**src/rtl/dcache_line_controller.sv**
```systemverilog
// D-cache line controller: sequences victim write-back and line fill over the
// per-word acknowledged L2 port, plus a flush-all walk over every set.
package dcache_line_controller_pkg;
  typedef enum logic {LOAD = 1'b0, STORE = 1'b1} memory_operation_e;
endpackage

module dcache_line_controller
  import dcache_line_controller_pkg::*;
#(
  parameter int WORDS_PER_LINE = 4,
  parameter int NUM_SETS       = 64,
  localparam int WI_W = (WORDS_PER_LINE > 2) ? $clog2(WORDS_PER_LINE) : 1,
  localparam int SS_W = $clog2(NUM_SETS)
) (
  input  logic              clk,
  input  logic              reset_n,
  input  logic              pipe_req_valid,
  input  logic              hit,
  input  logic              dirty_miss,
  input  logic              clean_miss,
  output logic              pipe_req_fulfilled,
  input  logic              flush_all_req,
  output logic              flush_all_done,
  output logic [SS_W-1:0]   scan_set,
  input  logic              scan_line_dirty,
  output logic              l2_req_valid,
  output memory_operation_e l2_req_type,
  input  logic              l2_word_ack,
  output logic [WI_W-1:0]   word_index,
  output logic              flush_mode,
  output logic              load_mode,
  output logic              set_new_l2_block_address,
  output logic              clear_selected_dirty_bit,
  output logic              clear_selected_valid_bit,
  output logic              finish_new_line_install,
  output logic              busy
);

  typedef enum logic [2:0] {IDLE, WRITEBACK, FILL, SCAN, SCAN_WB} state_e;

  localparam logic [WI_W-1:0] LAST_WORD = WI_W'(WORDS_PER_LINE - 1);
  localparam logic [SS_W-1:0] LAST_SET  = SS_W'(NUM_SETS - 1);

  state_e state;
  logic   xfer, word_ack, last_ack, last_set;

  assign xfer     = (state == WRITEBACK) || (state == FILL) || (state == SCAN_WB);
  assign word_ack = xfer && l2_word_ack;
  assign last_ack = word_ack && (word_index == LAST_WORD);
  assign last_set = (scan_set == LAST_SET);
  assign busy     = (state != IDLE);

  always_ff @(posedge clk or negedge reset_n) begin
    if (!reset_n) begin
      state      <= IDLE;
      word_index <= '0;
      scan_set   <= '0;
    end else begin
      if (word_ack)
        word_index <= last_ack ? '0 : word_index + 1'b1;
      case (state)
        IDLE: begin
          // A pending flush-all outranks any pipeline access.
          if (flush_all_req) begin
            state    <= SCAN;
            scan_set <= '0;
          end else if (pipe_req_valid && !hit && (dirty_miss || clean_miss)) begin
            state      <= dirty_miss ? WRITEBACK : FILL;
            word_index <= '0;
          end
        end
        WRITEBACK: if (last_ack) state <= FILL;
        FILL:      if (last_ack) state <= IDLE;
        SCAN: begin
          if (scan_line_dirty) begin
            state      <= SCAN_WB;
            word_index <= '0;
          end else if (last_set) begin
            state    <= IDLE;
            scan_set <= '0;
          end else begin
            scan_set <= scan_set + 1'b1;
          end
        end
        SCAN_WB: begin
          if (last_ack) begin
            if (last_set) begin
              state    <= IDLE;
              scan_set <= '0;
            end else begin
              state    <= SCAN;
              scan_set <= scan_set + 1'b1;
            end
          end
        end
        default: begin
          state      <= IDLE;
          word_index <= '0;
          scan_set   <= '0;
        end
      endcase
    end
  end

  // Pulses coincide with the triggering ack so the datapath acts on the same word.
  always_comb begin
    pipe_req_fulfilled       = 1'b0;
    flush_all_done           = 1'b0;
    l2_req_valid             = xfer;
    l2_req_type              = LOAD;
    flush_mode               = 1'b0;
    load_mode                = 1'b0;
    set_new_l2_block_address = 1'b0;
    clear_selected_dirty_bit = 1'b0;
    clear_selected_valid_bit = 1'b0;
    finish_new_line_install  = 1'b0;
    case (state)
      IDLE: begin
        if (!flush_all_req && pipe_req_valid) begin
          if (hit)
            pipe_req_fulfilled = 1'b1;
          else if (dirty_miss || clean_miss)
            set_new_l2_block_address = 1'b1;
        end
      end
      WRITEBACK: begin
        l2_req_type = STORE;
        flush_mode  = 1'b1;
        if (last_ack) begin
          set_new_l2_block_address = 1'b1;
          clear_selected_dirty_bit = 1'b1;
          clear_selected_valid_bit = 1'b1;
        end
      end
      FILL: begin
        load_mode = 1'b1;
        if (last_ack) finish_new_line_install = 1'b1;
      end
      SCAN: begin
        if (scan_line_dirty)
          set_new_l2_block_address = 1'b1;
        else if (last_set)
          flush_all_done = 1'b1;
      end
      SCAN_WB: begin
        l2_req_type = STORE;
        flush_mode  = 1'b1;
        if (last_ack) begin
          clear_selected_dirty_bit = 1'b1;
          flush_all_done           = last_set;
        end
      end
      default: ;
    endcase
  end

endmodule

```
**config.mk**
```make
export PLATFORM = sky130hd
export DESIGN_NAME = dcache_line_controller
export DESIGN_NICKNAME = d
export VERILOG_FILES = /design/src/rtl/dcache_line_controller.sv
export SDC_FILE = /design/constraint.sdc
export NUM_CORES = 1
export LEC_CHECK = 0
export CORE_MARGIN = 2
export CORE_UTILIZATION = 39
export DETAILED_ROUTE_END_ITERATION = 8
export MAX_ROUTING_LAYER = met4
export PLACE_DENSITY = 0.68
export RECOVER_POWER = 25
export SYNTH_ARGS = -nofsm -noshare
export SYNTH_HDL_FRONTEND = slang
export SYNTH_SLANG_ARGS = --single-unit
export TNS_END_PERCENT = 5
```
**constraint.sdc**
```tcl
create_clock -name clk -period 3.44 [get_ports clk]
set_clock_uncertainty 0.2 [all_clocks]
set_input_delay 0.516 -clock clk [delete_from_list [all_inputs] [get_ports clk]]
set_output_delay 0.516 -clock clk [all_outputs]
set_load 0.03 [all_outputs]
```
# Word level (Yosys, flattened, before mapping)
# Cells that the tools add are included.
[word_totals]
register_bits = 11
out_inout_bits = 19
elab_cells = 75
[classes]
addsub = 2
eq_ne = 13
mux = 39
bitwise_logic = 1
reduce_logical = 17
[ops]
columns = ["cell", "count"]
rows = [
  ["6-bit 2-to-1 mux", 4],
  ["6-bit case mux with 4 select lines", 1],
  ["3-bit 2-to-1 mux", 7],
  ["1-bit 2-to-1 mux", 16],
  ["3-bit case mux with 5 select lines", 1],
  ["2-bit 2-to-1 mux", 7],
  ["2-bit inequality test, second input constant", 5],
  ["6-bit by 1-bit adder with 6-bit output, second input constant", 1],
  ["3-bit by 2-bit equality test with 1-bit output, second input constant", 2],
  ["6-bit equality test, second input constant", 1],
  ["3-bit inequality test, second input constant", 2],
  ["2-bit case mux with 3 select lines", 1],
  ["1-bit logical AND", 5],
  ["5-bit AND reduction", 1],
  ["4-bit AND reduction", 1],
  ["2-bit OR reduction", 2],
  ["3-bit by 1-bit equality test with 1-bit output, second input constant", 1],
  ["3-bit equality test, second input constant", 1],
  ["3-bit logical NOT", 1],
  ["1-bit logical OR", 3],
  ["1-bit case mux with 3 select lines", 1],
  ["3-bit nonzero test", 1],
  ["3-bit OR reduction", 1],
  ["2-bit by 1-bit adder with 2-bit output, second input constant", 1],
  ["other kinds (4)", 5],
]

# Depth between registers and ports, before layout
[depth]
word_depth = 10
ltp_mapped = 6

# Worst setup path after synthesis
# Ideal clock, no wire load.
[synth_path]
path_kind = "register to output"
startpoint = "register word_index[0]"
endpoint = "output set_new_l2_block_address"
t_arrival_ps = 1801
required_time_ps = 2724
slack_ps = 923
path_stages_with_launch = 6
n_path_buf = 0
path_cell_list = "dfrtp_1 -> ha_1 -> nand2_1 -> inv_1 -> nand2_1 -> a311oi_1"
[synth_via]
elab_chain_len = 4
[synth_rtl]
columns = ["element", "line", "rtl"]
rows = [
  ["start, declared", "29", "output logic [WI_W-1:0] word_index,"],
  ["start signal, assigned", "60", "word_index <= last_ack ? '0 : word_index + 1'b1;"],
  ["2-bit equality test", "49", "assign last_ack = word_ack && (word_index == LAST_WORD);"],
  ["1-bit logical AND", "49", ""],
  ["1-bit 2-to-1 mux", "129", "if (last_ack) begin"],
  ["1-bit case mux with 3 select lines", "117", "case (state)"],
  ["end, declared", "32", "output logic set_new_l2_block_address,"],
]
# Every way passes these cells.

# Worst setup path after layout
[layout_path]
startpoint = "input l2_word_ack"
endpoint = "output set_new_l2_block_address"
[layout_via]
elab_chain_len = 4
[layout_rtl]
columns = ["element", "line", "rtl"]
rows = [
  ["start, declared", "28", "input logic l2_word_ack,"],
  ["1-bit logical AND", "48", "assign word_ack = xfer && l2_word_ack;"],
  ["1-bit logical AND", "49", ""],
  ["1-bit 2-to-1 mux", "129", ""],
  ["1-bit case mux with 3 select lines", "117", ""],
]
# Every way passes these cells.

==> metrics.md <==
| Metric | Value |
|---|---|
| Status | finished clean |
| Area occupied by multi-input gates | 534 um^2 |
| Placement Setup Slack | 443 ps |
| Setup Viol. Count Final | 0 |
| Xor/xnor share of the synthesized area | 1.01% |
| CTS resizes | 0 |
| Drt drc | 0 |
| Most frequent cells in the layout | clkdlybuf4s50_1, dfrtp_1, inv_1 |
| Post-route cell area | 0.00117 mm^2 |
| Clock Tree Root | clkbuf_4 |
| Worst-skew pair later-pin latency | 270 ps |
| Reg area | 275 um^2 |
| Compound-Gate Fraction of Synth Area | 25.5% |
| Unrepaired setup endpoints after global routing | false |
| Leading cell type in the layout, fill and taps excluded | clkdlybuf4s50_1 |
| First-pass GRT wire length | 3.39 mm |
| Antenna viol nets, final | 0 |
| Hold-fix buffers at CTS | 0 |
| Fin crit period | 3030 ps |
| Hold Crit Class | reg2reg |
| Die span in x | 51.2 um |
| Placed cell areas | 0.00114 mm^2 |
| Ant. Diodes | 0 |
| Mapped cell area | 870 um^2 |
| Leakage | 0.484 nW |
| CTS buffer count | 3 |
| Pins over their slew limit | 0 |
| CTS tree | yes |
| P per Cell Area | 850 mW/mm^2 |
| Initial Utilization | 40.1% |
| Total clock sinks | 11 |
| P&R area growth vs syn | 34.7% |
| Max_cap viols | 0 |
| Synth Register Bits | 11 |
| Largest net degree at the start of global routing | 18 |
| Sequential fraction of the synthesis area | 31.7% |
| Clock share of power | 8.6% |
| Internal power | 497 uW |
| Slew @ Worst Pin | 504 ps |
| Logic pwr share | 66.6% |
| Global Route Usage Sum | 17.5% |
| Number of distinct library cells after synthesis | 43 |
| HPWL Detailed | 1.61 mm |
| Clk slew on worst S/H paths | 60 ps |
| Proportion of synthesized area in mux cells | 2.45% |
| Simple-gate portion of the synthesized area | 29.6% |
| DIE HEIGHT | 51.2 um |
| Vias in the first global route | 772 |
| Sw Ratio | 50.1% |
| Maximum VDD drop | 0.000426 V |
| Worst setup EP type | primary output |
| Ratio of cells with drive above 1 in the final layout | 6.92% |
| Drt wl/cell | 13.4 um |
| TNS Setup | 0 ps |
| H-Tree Depth | 1 |
| Iter 0 DRT Violations | 10 |
| Number of fill cells | 217 |
| I/O Pins | 28 |
| CP Max Fanout | 4 |
| Port buffer count | 27 |
| Hold slack | 379 ps |
| CP arrival | 2320 ps |
| GPL Wtd Cong | 0.864 |
| Mapped Nets | 115 |
| Vias/cell | 5.58 |
| Psw | 499 uW |
| Syn avg cell area | 8.36 um^2 |
| First drt pass iteration count | 4 |
| WL final | 2.12 mm |
| Fin. Hold Viols | 0 |
| Reg power frac | 24.8% |
| Final net count | 142 |
| Initial antenna violation count | 0 |
| WS Path Type | in2out |
| Core Area | 0.00217 mm^2 |
| Total gr overflow | 0 |
| Critical Path RT | 2720 ps |
| Max Root-Sink Buffers | 2 |
| Post-CTS Setup Inserts | 0 |
| Synth Area in Adders | 2.88% |
| Fin util | 54.0% |
| Startpoint types | primary input |
| Tcrit/Tclk final | 88.1% |
| # rows | 17 |
| Cells after Synth | 104 |
| Die ar. | 0.00262 mm^2 |
| Slew headroom | 66.4% |
| Vias post-DR | 881 |
| Main combinational cell family by area after synthesis | simple AND/OR/NAND/NOR gates |
| Final worst slack | 408 ps |
| Synth Warn # | 0 |
| Fmax | 330 MHz |
## final cells by class
type	instances	area share, %
well taps	28	2.99
multi-input cells	80	45.6
inverters	8	2.56
clock buffers	4	2.24
flip-flops and latches	11	23.5
repair buffers	27	23.1
## cell families (layout without fill, tap and decap cells)
logic type	Yosys count	count (layout)
buf+inv	13	39
compound gates	30	30
simple gates	45	45
flops	11	11
fa+ha+maj	2	2
mux	2	2
xor+xnor	1	1
## synthesized netlist by cell type
library cell / count / area share (%)
inv_1: 8 / 3.5
or3_4: 1 / 1.3
or4_1: 1 / 0.86
buf_4: 1 / 0.86
o21ai_1: 1 / 0.57
o21ai_0: 4 / 2.3
buf_6: 1 / 1.3
nor4b_1: 1 / 1.0
nor3b_1: 4 / 3.5
or3_1: 1 / 0.72
a21oi_1: 7 / 4.0
nor3_1: 3 / 1.7
o2bb2ai_1: 2 / 2.0
clkbuf_1: 3 / 1.3
nand2_1: 7 / 3.0
and2_1: 1 / 0.72
a211o_1: 2 / 2.0
a311oi_1: 1 / 1.0
o32ai_1: 2 / 2.0
nand3_1: 4 / 2.3
mux2_2: 1 / 1.3
nor4_1: 2 / 1.4
nand4b_1: 1 / 1.0
dfrtp_1: 11 / 32
nand2b_1: 3 / 2.2
o22ai_1: 1 / 0.72
o22a_4: 1 / 2.0
nor2b_1: 1 / 0.72
ha_1: 2 / 2.9
xnor2_1: 1 / 1.0
a31oi_1: 1 / 0.72
and3b_1: 1 / 1.0
a22o_1: 2 / 2.0
mux2i_1: 1 / 1.2
a211oi_1: 1 / 0.86
or2_2: 2 / 1.4
nor2_1: 7 / 3.0
o21ba_2: 1 / 1.2
nand3b_1: 1 / 0.86
a2111oi_0: 2 / 2.0
and3_1: 4 / 2.9
o31ai_1: 1 / 0.86
a221o_1: 1 / 1.2
## through the flow
stage	instances	total power, mW
after floorplan	104	0.717
after global routing	158	1.07
final	158	0.995
after global placement	154	0.904
after detailed placement	154	0.914
after CTS	158	1.00
## critical path, stage by stage
cell	delay (ps)
clkdlybuf4s50_1	520
nand2_1	100
inv_1	80
nand2_1	90
a311oi_1	290
clkdlybuf4s50_1	720
## final timing paths
| path | from | depth (start not counted) | endpoint | slack, ps |
|---|---|---|---|---|
| hold / removal | scan_set[5] | 1 | scan_set[5] | 380 |
| max in group asynchronous | reset_n | 1 | state[0] | 2280 |
| setup reg to reg | state[2] | 4 | scan_set[4] | 1360 |
| min in group asynchronous | reset_n | 1 | scan_set[1] | 440 |
| setup / recovery | l2_word_ack | 6 | set_new_l2_block_address | 410 |
| hold reg to reg | scan_set[5] | 1 | scan_set[5] | 380 |
## power groups by stage
| stage | combinational (mW) | clock [mW] | sequential, mW |
|---|---|---|---|
| 2_1_floorplan | 0.491 | 0 | 0.226 |
| 6_report | 0.663 | 0.0856 | 0.247 |
| 3_5_place_dp | 0.666 | 0 | 0.247 |
| 3_3_place_gp | 0.659 | 0 | 0.245 |
| 5_1_grt | 0.719 | 0.0968 | 0.259 |
| 4_1_cts | 0.668 | 0.0880 | 0.245 |
## registers in the layout, indices dropped and copies added, names as in the netlist
signal      cells
scan_set        6
state           3
word_index      2
## layer usage
metal,global-route usage (%),share of wire (%)
met5,-,0
met4,8.33,1.6
met3,1.17,4.9
met2,27.3,45
met1,23.3,48
Note: power is estimated with default switching activity, not from simulation.
